File: src/rtl/mult_control_unit.sv
// Sequencing FSM for the 8-bit shift-add signed multiplier: clear, ITER add/sub+shift steps, hold in DONE.
// Define MULT_CTRL_SYNC_EN to pass Execute and ClearXA_LoadB through two-flop synchronizers.
module mult_control_unit #(
  parameter int ITER = 8
) (
  input  logic                      Clk,
  input  logic                      Reset,
  input  logic                      Execute,
  input  logic                      ClearXA_LoadB,
  input  logic                      M,
  output logic                      ClearXA,
  output logic                      LoadB,
  output logic                      Add,
  output logic                      Sub,
  output logic                      Shift,
  output logic                      Busy,
  output logic                      Done,
  output logic [$clog2(ITER)-1:0]   Count
);

  localparam int CW = $clog2(ITER);
  localparam logic [CW-1:0] LAST = CW'(ITER - 1);

  typedef enum logic [2:0] {
    IDLE  = 3'd0,
    CLEAR = 3'd1,
    ADD   = 3'd2,
    SHIFT = 3'd3,
    DONE  = 3'd4
  } state_t;

  state_t          state_r;
  state_t          state_nxt_s;
  logic [CW-1:0]   count_r;
  logic            exec_n_s;
  logic            clr_ld_n_s;

`ifdef MULT_CTRL_SYNC_EN
  logic [1:0] exec_sync_r;
  logic [1:0] clr_ld_sync_r;

  // Two-flop button synchronizers, idling at the released (high) level
  always_ff @(posedge Clk or negedge Reset) begin
    if (!Reset) begin
      exec_sync_r   <= 2'b11;
      clr_ld_sync_r <= 2'b11;
    end else begin
      exec_sync_r   <= {exec_sync_r[0], Execute};
      clr_ld_sync_r <= {clr_ld_sync_r[0], ClearXA_LoadB};
    end
  end

  assign exec_n_s   = exec_sync_r[1];
  assign clr_ld_n_s = clr_ld_sync_r[1];
`else
  assign exec_n_s   = Execute;
  assign clr_ld_n_s = ClearXA_LoadB;
`endif

  // State register
  always_ff @(posedge Clk or negedge Reset) begin
    if (!Reset) begin
      state_r <= IDLE;
    end else begin
      state_r <= state_nxt_s;
    end
  end

  // Iteration counter: zeroed in CLEAR, saturates at the last iteration
  always_ff @(posedge Clk or negedge Reset) begin
    if (!Reset) begin
      count_r <= '0;
    end else if (state_r == CLEAR) begin
      count_r <= '0;
    end else if ((state_r == SHIFT) && (count_r != LAST)) begin
      count_r <= count_r + CW'(1);
    end else begin
      count_r <= count_r;
    end
  end

  // Next-state logic; the load button wins over Execute in IDLE
  always_comb begin
    state_nxt_s = state_r;
    case (state_r)
      IDLE: begin
        if (!clr_ld_n_s) begin
          state_nxt_s = IDLE;
        end else if (!exec_n_s) begin
          state_nxt_s = CLEAR;
        end else begin
          state_nxt_s = IDLE;
        end
      end
      CLEAR: state_nxt_s = ADD;
      ADD:   state_nxt_s = SHIFT;
      SHIFT: begin
        if (count_r == LAST) begin
          state_nxt_s = DONE;
        end else begin
          state_nxt_s = ADD;
        end
      end
      DONE: begin
        if (exec_n_s) begin
          state_nxt_s = IDLE;
        end else begin
          state_nxt_s = DONE;
        end
      end
      default: state_nxt_s = IDLE;
    endcase
  end

  // Output decode; Add/Sub follow M combinationally, the last step subtracts the sign weight
  always_comb begin
    ClearXA = 1'b0;
    LoadB   = 1'b0;
    Add     = 1'b0;
    Sub     = 1'b0;
    Shift   = 1'b0;
    Busy    = 1'b0;
    Done    = 1'b0;
    case (state_r)
      IDLE: begin
        if (!clr_ld_n_s) begin
          ClearXA = 1'b1;
          LoadB   = 1'b1;
        end else begin
          ClearXA = 1'b0;
          LoadB   = 1'b0;
        end
      end
      CLEAR: begin
        ClearXA = 1'b1;
        Busy    = 1'b1;
      end
      ADD: begin
        Busy = 1'b1;
        if (M) begin
          if (count_r == LAST) begin
            Sub = 1'b1;
          end else begin
            Add = 1'b1;
          end
        end else begin
          Add = 1'b0;
          Sub = 1'b0;
        end
      end
      SHIFT: begin
        Shift = 1'b1;
        Busy  = 1'b1;
      end
      DONE:    Done = 1'b1;
      default: Done = 1'b0;
    endcase
  end

  assign Count = count_r;

endmodule

File: config.mk
export PLATFORM = sky130hd
export DESIGN_NAME = mult_control_unit
export DESIGN_NICKNAME = d
export VERILOG_FILES = /design/src/rtl/mult_control_unit.sv
export SDC_FILE = /design/constraint.sdc
export NUM_CORES = 1
export LEC_CHECK = 0
export CELL_PAD_IN_SITES_DETAIL_PLACEMENT = 1
export CELL_PAD_IN_SITES_GLOBAL_PLACEMENT = 2
export CORE_MARGIN = 8
export CORE_UTILIZATION = 25
export CTS_BUF_LIST = sky130_fd_sc_hd__clkbuf_8 sky130_fd_sc_hd__clkbuf_16
export DETAILED_ROUTE_END_ITERATION = 6
export PLACE_DENSITY = 0.76
export SLEW_MARGIN = 30
export SYNTH_ARGS = -nofsm -noshare
export SYNTH_HDL_FRONTEND = slang
export SYNTH_SLANG_ARGS = --single-unit
File: constraint.sdc
create_clock -name Clk -period 4.05 [get_ports Clk]
set_clock_uncertainty 0.05 [all_clocks]
set_input_delay 0.81 -clock Clk [delete_from_list [all_inputs] [get_ports Clk]]
set_output_delay 0.81 -clock Clk [all_outputs]
set_load 0.05 [all_outputs]
After elaboration in Yosys (flattened, before gate mapping)
Cells that the tools add are included.

Bits in writable memories: 0. Input bits: 5. Memories: 0. Memory bits (read-only): 0. Flip-flop bits (word level): 6. Latch bits: 0. Output and inout bits: 10.

Bitwise gates (word level): 0. Order comparisons: 0. Mux-type cells: 19. $mul: 0. Reductions and logical operators: 4. Equality and inequality tests: 6. Divide/modulo/power cells: 0. Shifts and indexed selects: 0. Add/sub/neg operators: 1.

Operator list (count): $pmux 3 s5 (1); $mux 1 (13); $mux 3 (4); $eq 3x2->1 const B (2); $eq 3x3->1 const B (2); $add 3x1->3 const B (1); $eq 3x1->1 const B (1); $logic_not 3->1 (1); $ne 3x3->1 const B (1); $reduce_or 3->1 (1); $pmux 1 s2 (1); $reduce_bool 2->1 (1); $logic_and 1x1->1 (1).

Longest topological paths before layout
Gate-level depths: netlist of the first run.

Depth in word-level cells: 4. Mapped depth: 5.

Worst setup path before layout of the first run
Ideal clock, no wire load.

Kind: input-to-output. Start: input port ClearXA_LoadB. End: output port LoadB. Stages on the path: 1. Slack: 931 ps. Buffers on the path: 0. Arrival time: 2259 ps. Data required time: 3190 ps. Cell sequence: nor4_1.

Longest elaborated chain between the ends: 2.

Ends and longest elaborated chain: start, declared (RTL line 9) `input logic ClearXA_LoadB,`; $mux 1 (RTL line 126) `if (!clr_ld_n_s) begin`; $mux 1 (RTL line 124) `case (state_r)`; end, declared (RTL line 12) `output logic LoadB,`.

No other way between the ends.

Worst setup path after layout of the first run
Start: input port M. End: output port Sub.

Longest elaborated chain between the ends: 2.

Ends and longest elaborated chain: start, declared (RTL line 10) `input logic M,`; $mux 1 (RTL line 140) `if (M) begin`; $mux 1 (RTL line 124); end, declared (RTL line 14) `output logic Sub,`.

No other way between the ends.

==> results.json, run 1 <==
{
  "min_path_type": "reg -> reg",
  "gr-total-overflow": 0,
  "post_cts_resized": 0,
  "synth_cells": 39,
  "end_kind": "output port",
  "cts_made_buffers": 3,
  "start_util": 0.2602,
  "dr.pass1.iters": 2,
  "yosysSeqAreaShare": 0.3922,
  "synthToLayoutAreaGrowth_pct": 48.37,
  "fin_nets": 64,
  "power_uw": 530.1,
  "report.final.hold_viol_count": 0,
  "core-area_sq_mm": 0.001471,
  "syn_avg_cell_area_sq_um": 9.817,
  "cts.hold.buffers_added": 0,
  "grt_usage": 0.07564,
  "syn_area_sq_um": 382.9,
  "viasPerCell": 4.743,
  "reg2reg_to": "Count[1]",
  "regToRegStartpoint": "Count[0]",
  "clockBufferDepth": 2,
  "grt_pass1_wl_mm": 1.690,
  "cellPowerDensity_mw_per_mm2": 933.2,
  "status": "finished clean",
  "period_needed_ns": 3.274,
  "synthDistinctLibCells": 24,
  "yosysTopAreaCellShare": 0.3922,
  "ys.warnings.count": 0,
  "hold_path_depth": 2,
  "cts_tree": "done",
  "clockRootBuffer": "clkbuf_8",
  "place_area_sq_um": 526.8,
  "drc": 0,
  "slowest_delay_ns": 0.80,
  "tns_ns": 0,
  "drtIter0Drc": 7,
  "path_clk_slew_ns": 0.04,
  "cp_max_fo": 2,
  "antennaDiodeCount": 0,
  "whs_endpoint": "Count[1]",
  "maxCapViolations": 0,
  "ios": 15,
  "dr_total_vias": 332,
  "grt_pass1_vias": 394,
  "wl_per_cell_um": 14.03,
  "setup_violations": 0,
  "num_rows": 14,
  "relSlewSlack": 0.6641,
  "clock_latency_ns": 0.22,
  "worstHoldStart": "Count[1]",
  "io_buffers": 14,
  "yosysTopAreaCell": "dfrtp_1",
  "rsz0062_at_grt": "false",
  "postCtsSetupRepairBufs": 0,
  "fin_crit_sh": 0.8084,
  "rr_worst_depth": 5,
  "hpwl_um": 761.7,
  "chipWidth_um": 55.14,
  "antenna_found_initial": 0,
  "layout-drive-gt1-share": 0.1667,
  "cts_max_level": 1,
  "ir_worst_vdd_uv": 418.5,
  "max_clock_freq_mhz": 305.4,
  "required_ns": 3.19,
  "reg2reg_slack_ns": 2.58,
  "wl_um": 982,
  "drv_slew": 0,
  "design_area_sq_um": 568.0,
  "crit_arrival_ns": 2.41,
  "ys_seq_elements": 6,
  "nFillCells": 187,
  "path_cells": "clkdlybuf4s50_1 -> and4bb_2 -> and2_1 -> clkdlybuf4s50_1",
  "dieHeight_um": 55.14,
  "cp-start-kind": "input port",
  "leakagePower_nw": 0.2485,
  "multi_input_area_sq_um": 209.0,
  "worstSetupPathType": "in -> out",
  "grt_max_degree": 12,
  "critPathSlowestCell": "clkdlybuf4s50_1",
  "cts_sinks": 6,
  "synthTopCellsByArea": "dfrtp_1 39%, ha_1 9.8%, o21ai_0 3.9%, o21ai_1 3.9%, nand2b_4 3.6%",
  "seqCellArea_sq_um": 150.1,
  "worst_slew_pin_slew_ns": 0.5023,
  "ant_nets": 0,
  "routabilityCongestion": 0.6334,
  "crit_path_frequent_cell": "clkdlybuf4s50_1",
  "die-area_sq_mm": 0.003040,
  "synth_fp_nets": 47
}
## layer usage
metal / part of all wire / GRT usage / up-vias
met1: 0.44 / 0.08308 / 157
met4: 0 / 0.02400 / 0
met3: 0.085 / 0.04278 / 0
li1: - / - / 165
met2: 0.48 / 0.1213 / 10
met5: 0 / 0 / -
## how the worst max path moves through the flow
| stage | to | from | cells after the start |
|---|---|---|---|
| after floorplan | LoadB | ClearXA_LoadB | 1 |
| after global placement | Sub | M | 4 |
| after detailed placement | Add | M | 4 |
| after CTS | Add | M | 4 |
| after global routing | Add | M | 4 |
| final | Sub | M | 4 |
## worst max-delay path: cells and delay by family
family	cells	cell delay [ns]
buffers and inverters	2	1.25
AND/OR/NAND/NOR	2	0.35
## logic make-up (layout without fill, tap and decap cells)
kind of cell	after synthesis	after routing	synth area share
fa+ha+maj	3	3	0.09805
flops	6	6	0.3921
buf+inv	4	19	0.06208
compound gates	9	9	0.1340
simple gates	17	17	0.3138
## Yosys cell counts, drive strengths merged
cell type  instances
dfrtp              6
o21ai              6
and2               3
ha                 3
buf                2
inv                2
nand2              2
nand2b             2
nor2               2
nor3               2
a211oi             1
a21oi              1
a22o               1
and3               1
and4bb             1
nor2b              1
nor3b              1
nor4               1
or2                1
## power breakdown
| group | leakage, nW | switching [mW] | internal, mW |
|---|---|---|---|
| Sequential | 0.0721 | 0.0436 | 0.0864 |
| Clock | 0.0216 | 0.0253 | 0.0638 |
| Combinational | 0.155 | 0.195 | 0.117 |
| Total | 0.249 | 0.263 | 0.267 |
## registers in the layout, summed over array words and instances (netlist names)
| name | count |
|---|---|
| Count | 3 |
| state_r | 3 |
## cells in the final DEF (no fill, tap or decap)
cell type / n
nor3_1: 2
nand2b_1: 1
nor3b_2: 1
nor2b_1: 1
and3_2: 1
a21oi_1: 1
nor4_1: 1
a211oi_1: 1
and4bb_2: 1
ha_1: 3
a22o_1: 1
and2_4: 1
nand2_1: 2
nor2_2: 1
clkdlybuf4s50_1: 14
dfrtp_1: 6
clkbuf_8: 3
or2_1: 1
o21ai_0: 3
o21ai_1: 3
nor2_1: 1
nand2b_4: 1
and2_1: 2
inv_1: 2
## cell type report
class,instances,area share
tap,16,0.03524
timing repair buffer,14,0.2467
multi-input combinational,29,0.3678
clock buffer,3,0.07269
inverter,2,0.01322
sequential,6,0.2643
## through the flow
stage / cells / hold WS, ns / utilization / worst slack [ns]
2_1_floorplan: 39 / 0.4644 / - / 0.9312
3_3_place_gp: 67 / 0.4917 / 0.3580 / 0.7882
3_5_place_dp: 67 / 0.4998 / 0.3580 / 0.7723
4_1_cts: 70 / 0.5387 / 0.3861 / 0.7723
5_1_grt: 70 / 0.5743 / 0.3861 / 0.7049
6_report: 70 / 0.5253 / 0.3861 / 0.7758
No activity file was read; power rests on OpenSTA's default activity.
==> run 2: changes to the inputs <==
--- a/config.mk
+++ b/config.mk
@@ -8,10 +8,10 @@
 export CELL_PAD_IN_SITES_DETAIL_PLACEMENT = 1
 export CELL_PAD_IN_SITES_GLOBAL_PLACEMENT = 2
 export CORE_MARGIN = 8
-export CORE_UTILIZATION = 25
+export CORE_UTILIZATION = 21
 export CTS_BUF_LIST = sky130_fd_sc_hd__clkbuf_8 sky130_fd_sc_hd__clkbuf_16
 export DETAILED_ROUTE_END_ITERATION = 6
-export PLACE_DENSITY = 0.76
+export PLACE_DENSITY = 0.67
 export SLEW_MARGIN = 30
 export SYNTH_ARGS = -nofsm -noshare
 export SYNTH_HDL_FRONTEND = slang
==> constraint.sdc (replaced) <==
create_clock -name Clk -period 2.8 [get_ports Clk]
set_clock_uncertainty 0.05 [all_clocks]
set_input_delay 0.56 -clock Clk [delete_from_list [all_inputs] [get_ports Clk]]
set_output_delay 0.56 -clock Clk [all_outputs]
set_load 0.05 [all_outputs]
==> results.json, run 2 (synthesis results as in run 1) <==
{
  "clock_latency_ns": 0.22,
  "gr-total-overflow": 0,
  "seqCellArea_sq_um": 150.1,
  "hpwl_um": 813.4,
  "required_ns": 2.19,
  "ant_nets": 0,
  "multi_input_area_sq_um": 209.0,
  "worstSetupStartpoint": "state_r[0]",
  "worstSetupPathType": "reg -> out",
  "cellPowerDensity_mw_per_mm2": 1296,
  "cts.hold.buffers_added": 0,
  "maxCapViolations": 0,
  "worst_slew_pin_slew_ns": 0.5078,
  "dieHeight_um": 58.70,
  "relSlewSlack": 0.6604,
  "tns_ns": 0,
  "wl_mm": 1.011,
  "fin_nets": 64,
  "die-area_sq_mm": 0.003446,
  "reg2reg_slack_ns": 1.34,
  "grt_pass1_vias": 384,
  "grt_usage": 0.06892,
  "layout-drive-gt1-share": 0.2407,
  "cts_sinks": 6,
  "postCtsSetupRepairBufs": 0,
  "regToRegStartpoint": "Count[0]",
  "hold_path_depth": 2,
  "cp-start-kind": "flip-flop",
  "drv_slew": 0,
  "max_clock_freq_mhz": 402.6,
  "drc": 0,
  "start_util": 0.2217,
  "io_buffers": 14,
  "reg2reg_to": "Count[2]",
  "drtIter0Drc": 6,
  "chipWidth_um": 58.70,
  "rsz0062_at_grt": "false",
  "path_clk_slew_ns": 0.04,
  "num_rows": 15,
  "setup_violations": 0,
  "report.final.hold_viol_count": 0,
  "core-area_sq_mm": 0.001727,
  "antenna_found_initial": 0,
  "grt_max_degree": 12,
  "cts_made_buffers": 3,
  "whs_endpoint": "Count[1]",
  "synthToLayoutAreaGrowth_pct": 61.76,
  "status": "finished clean",
  "final_common_cell": "clkdlybuf4s50_1",
  "post-route-util": 0.3587,
  "fin_crit_sh": 0.8870,
  "nFillCells": 202,
  "cts_tree": "done",
  "end_kind": "output port",
  "ir_worst_vdd_uv": 522.3,
  "clockBufferDepth": 2,
  "layout_common_cells": "10 x clkdlybuf4s50_1, 6 x dfrtp_1, 4 x buf_12",
  "leakagePower_nw": 0.2679,
  "period_needed_ns": 2.484,
  "cts_max_level": 1,
  "post_cts_resized": 0,
  "rr_worst_depth": 5,
  "min_path_type": "reg -> reg",
  "crit_arrival_ns": 1.87,
  "clockRootBuffer": "clkbuf_8",
  "grt_pass1_wl_mm": 1.814,
  "dr.pass1.iters": 2,
  "wl_per_cell_um": 12.80,
  "ios": 15,
  "viasPerCell": 4.278,
  "routabilityCongestion": 0.6884,
  "dr_total_vias": 338,
  "worstHoldStart": "Count[1]",
  "cp_max_fo": 7,
  "antennaDiodeCount": 0
}
-- run 2: cell types whose count changed in the layout (fill, tap and decap cells not counted), sizes merged --
cell           previous run  this run
buf                       0         4
clkdlybuf4s50            14        10
-- run 2: per-stage QoR --
stage | hold slack (ns) | power, mW | cells | setup WS [ns] | cell area, sq um
2_1_floorplan | 0.2144 | 0.5004 | 39 | 0.1037 | 382.9
3_3_place_gp | 0.5024 | 0.6862 | 76 | 0.5395 | 578.1
3_5_place_dp | 0.5041 | 0.6817 | 76 | 0.5339 | 578.1
4_1_cts | 0.5241 | 0.8184 | 79 | 0.2913 | 619.3
5_1_grt | 0.5558 | 0.8598 | 79 | 0.2388 | 619.3
6_report | 0.5135 | 0.8029 | 79 | 0.3164 | 619.3
-- run 2: worst max-delay path by stage --
stage,cells after the start,slack [ns],endpoint
6_report,3,0.32,Shift
5_1_grt,3,0.24,Shift
4_1_cts,3,0.29,Shift
3_5_place_dp,3,0.53,Shift
3_3_place_gp,3,0.54,Shift
2_1_floorplan,2,0.10,LoadB
-- run 2: report_power, final --
part / internal (mW) / switching, mW / total, mW
logic: 0.198 / 0.292 / 0.490
registers: 0.125 / 0.0594 / 0.184
clock network: 0.0923 / 0.0361 / 0.128
total: 0.415 / 0.388 / 0.803
-- run 2: routing by layer --
metal / vias up / wire [um] / track usage
met1: 160 / 458 / 0.07711
met4: 0 / 0 / 0.01024
met2: 12 / 446 / 0.1024
met3: 0 / 107 / 0.05435
met5: - / 0 / 0
li1: 166 / - / -
-- run 2: cell type report --
| type | count | share of cell area |
|---|---|---|
| inverters | 2 | 0.01212 |
| well taps | 25 | 0.05051 |
| repair buffers | 14 | 0.2909 |
| flip-flops and latches | 6 | 0.2424 |
| clock buffers | 3 | 0.06667 |
| multi-input cells | 29 | 0.3374 |
-- run 2: worst max-delay path: stages (launching register included) --
cell,delay [ns]
dfrtp_1,0.50
inv_1,0.11
nor3b_2,0.20
clkdlybuf4s50_1,0.84
==> run 3: changes to the inputs <==
--- a/config.mk
+++ b/config.mk
@@ -5,12 +5,14 @@
 export SDC_FILE = /design/constraint.sdc
 export NUM_CORES = 1
 export LEC_CHECK = 0
+export CAP_MARGIN = 40
 export CELL_PAD_IN_SITES_DETAIL_PLACEMENT = 1
 export CELL_PAD_IN_SITES_GLOBAL_PLACEMENT = 2
 export CORE_MARGIN = 8
 export CORE_UTILIZATION = 21
 export CTS_BUF_LIST = sky130_fd_sc_hd__clkbuf_8 sky130_fd_sc_hd__clkbuf_16
 export DETAILED_ROUTE_END_ITERATION = 6
+export GPL_TIMING_DRIVEN = 1
 export PLACE_DENSITY = 0.67
 export SLEW_MARGIN = 30
 export SYNTH_ARGS = -nofsm -noshare
==> results of run 3 <==
Final layout, timing and power as in run 2 (identical DEF).
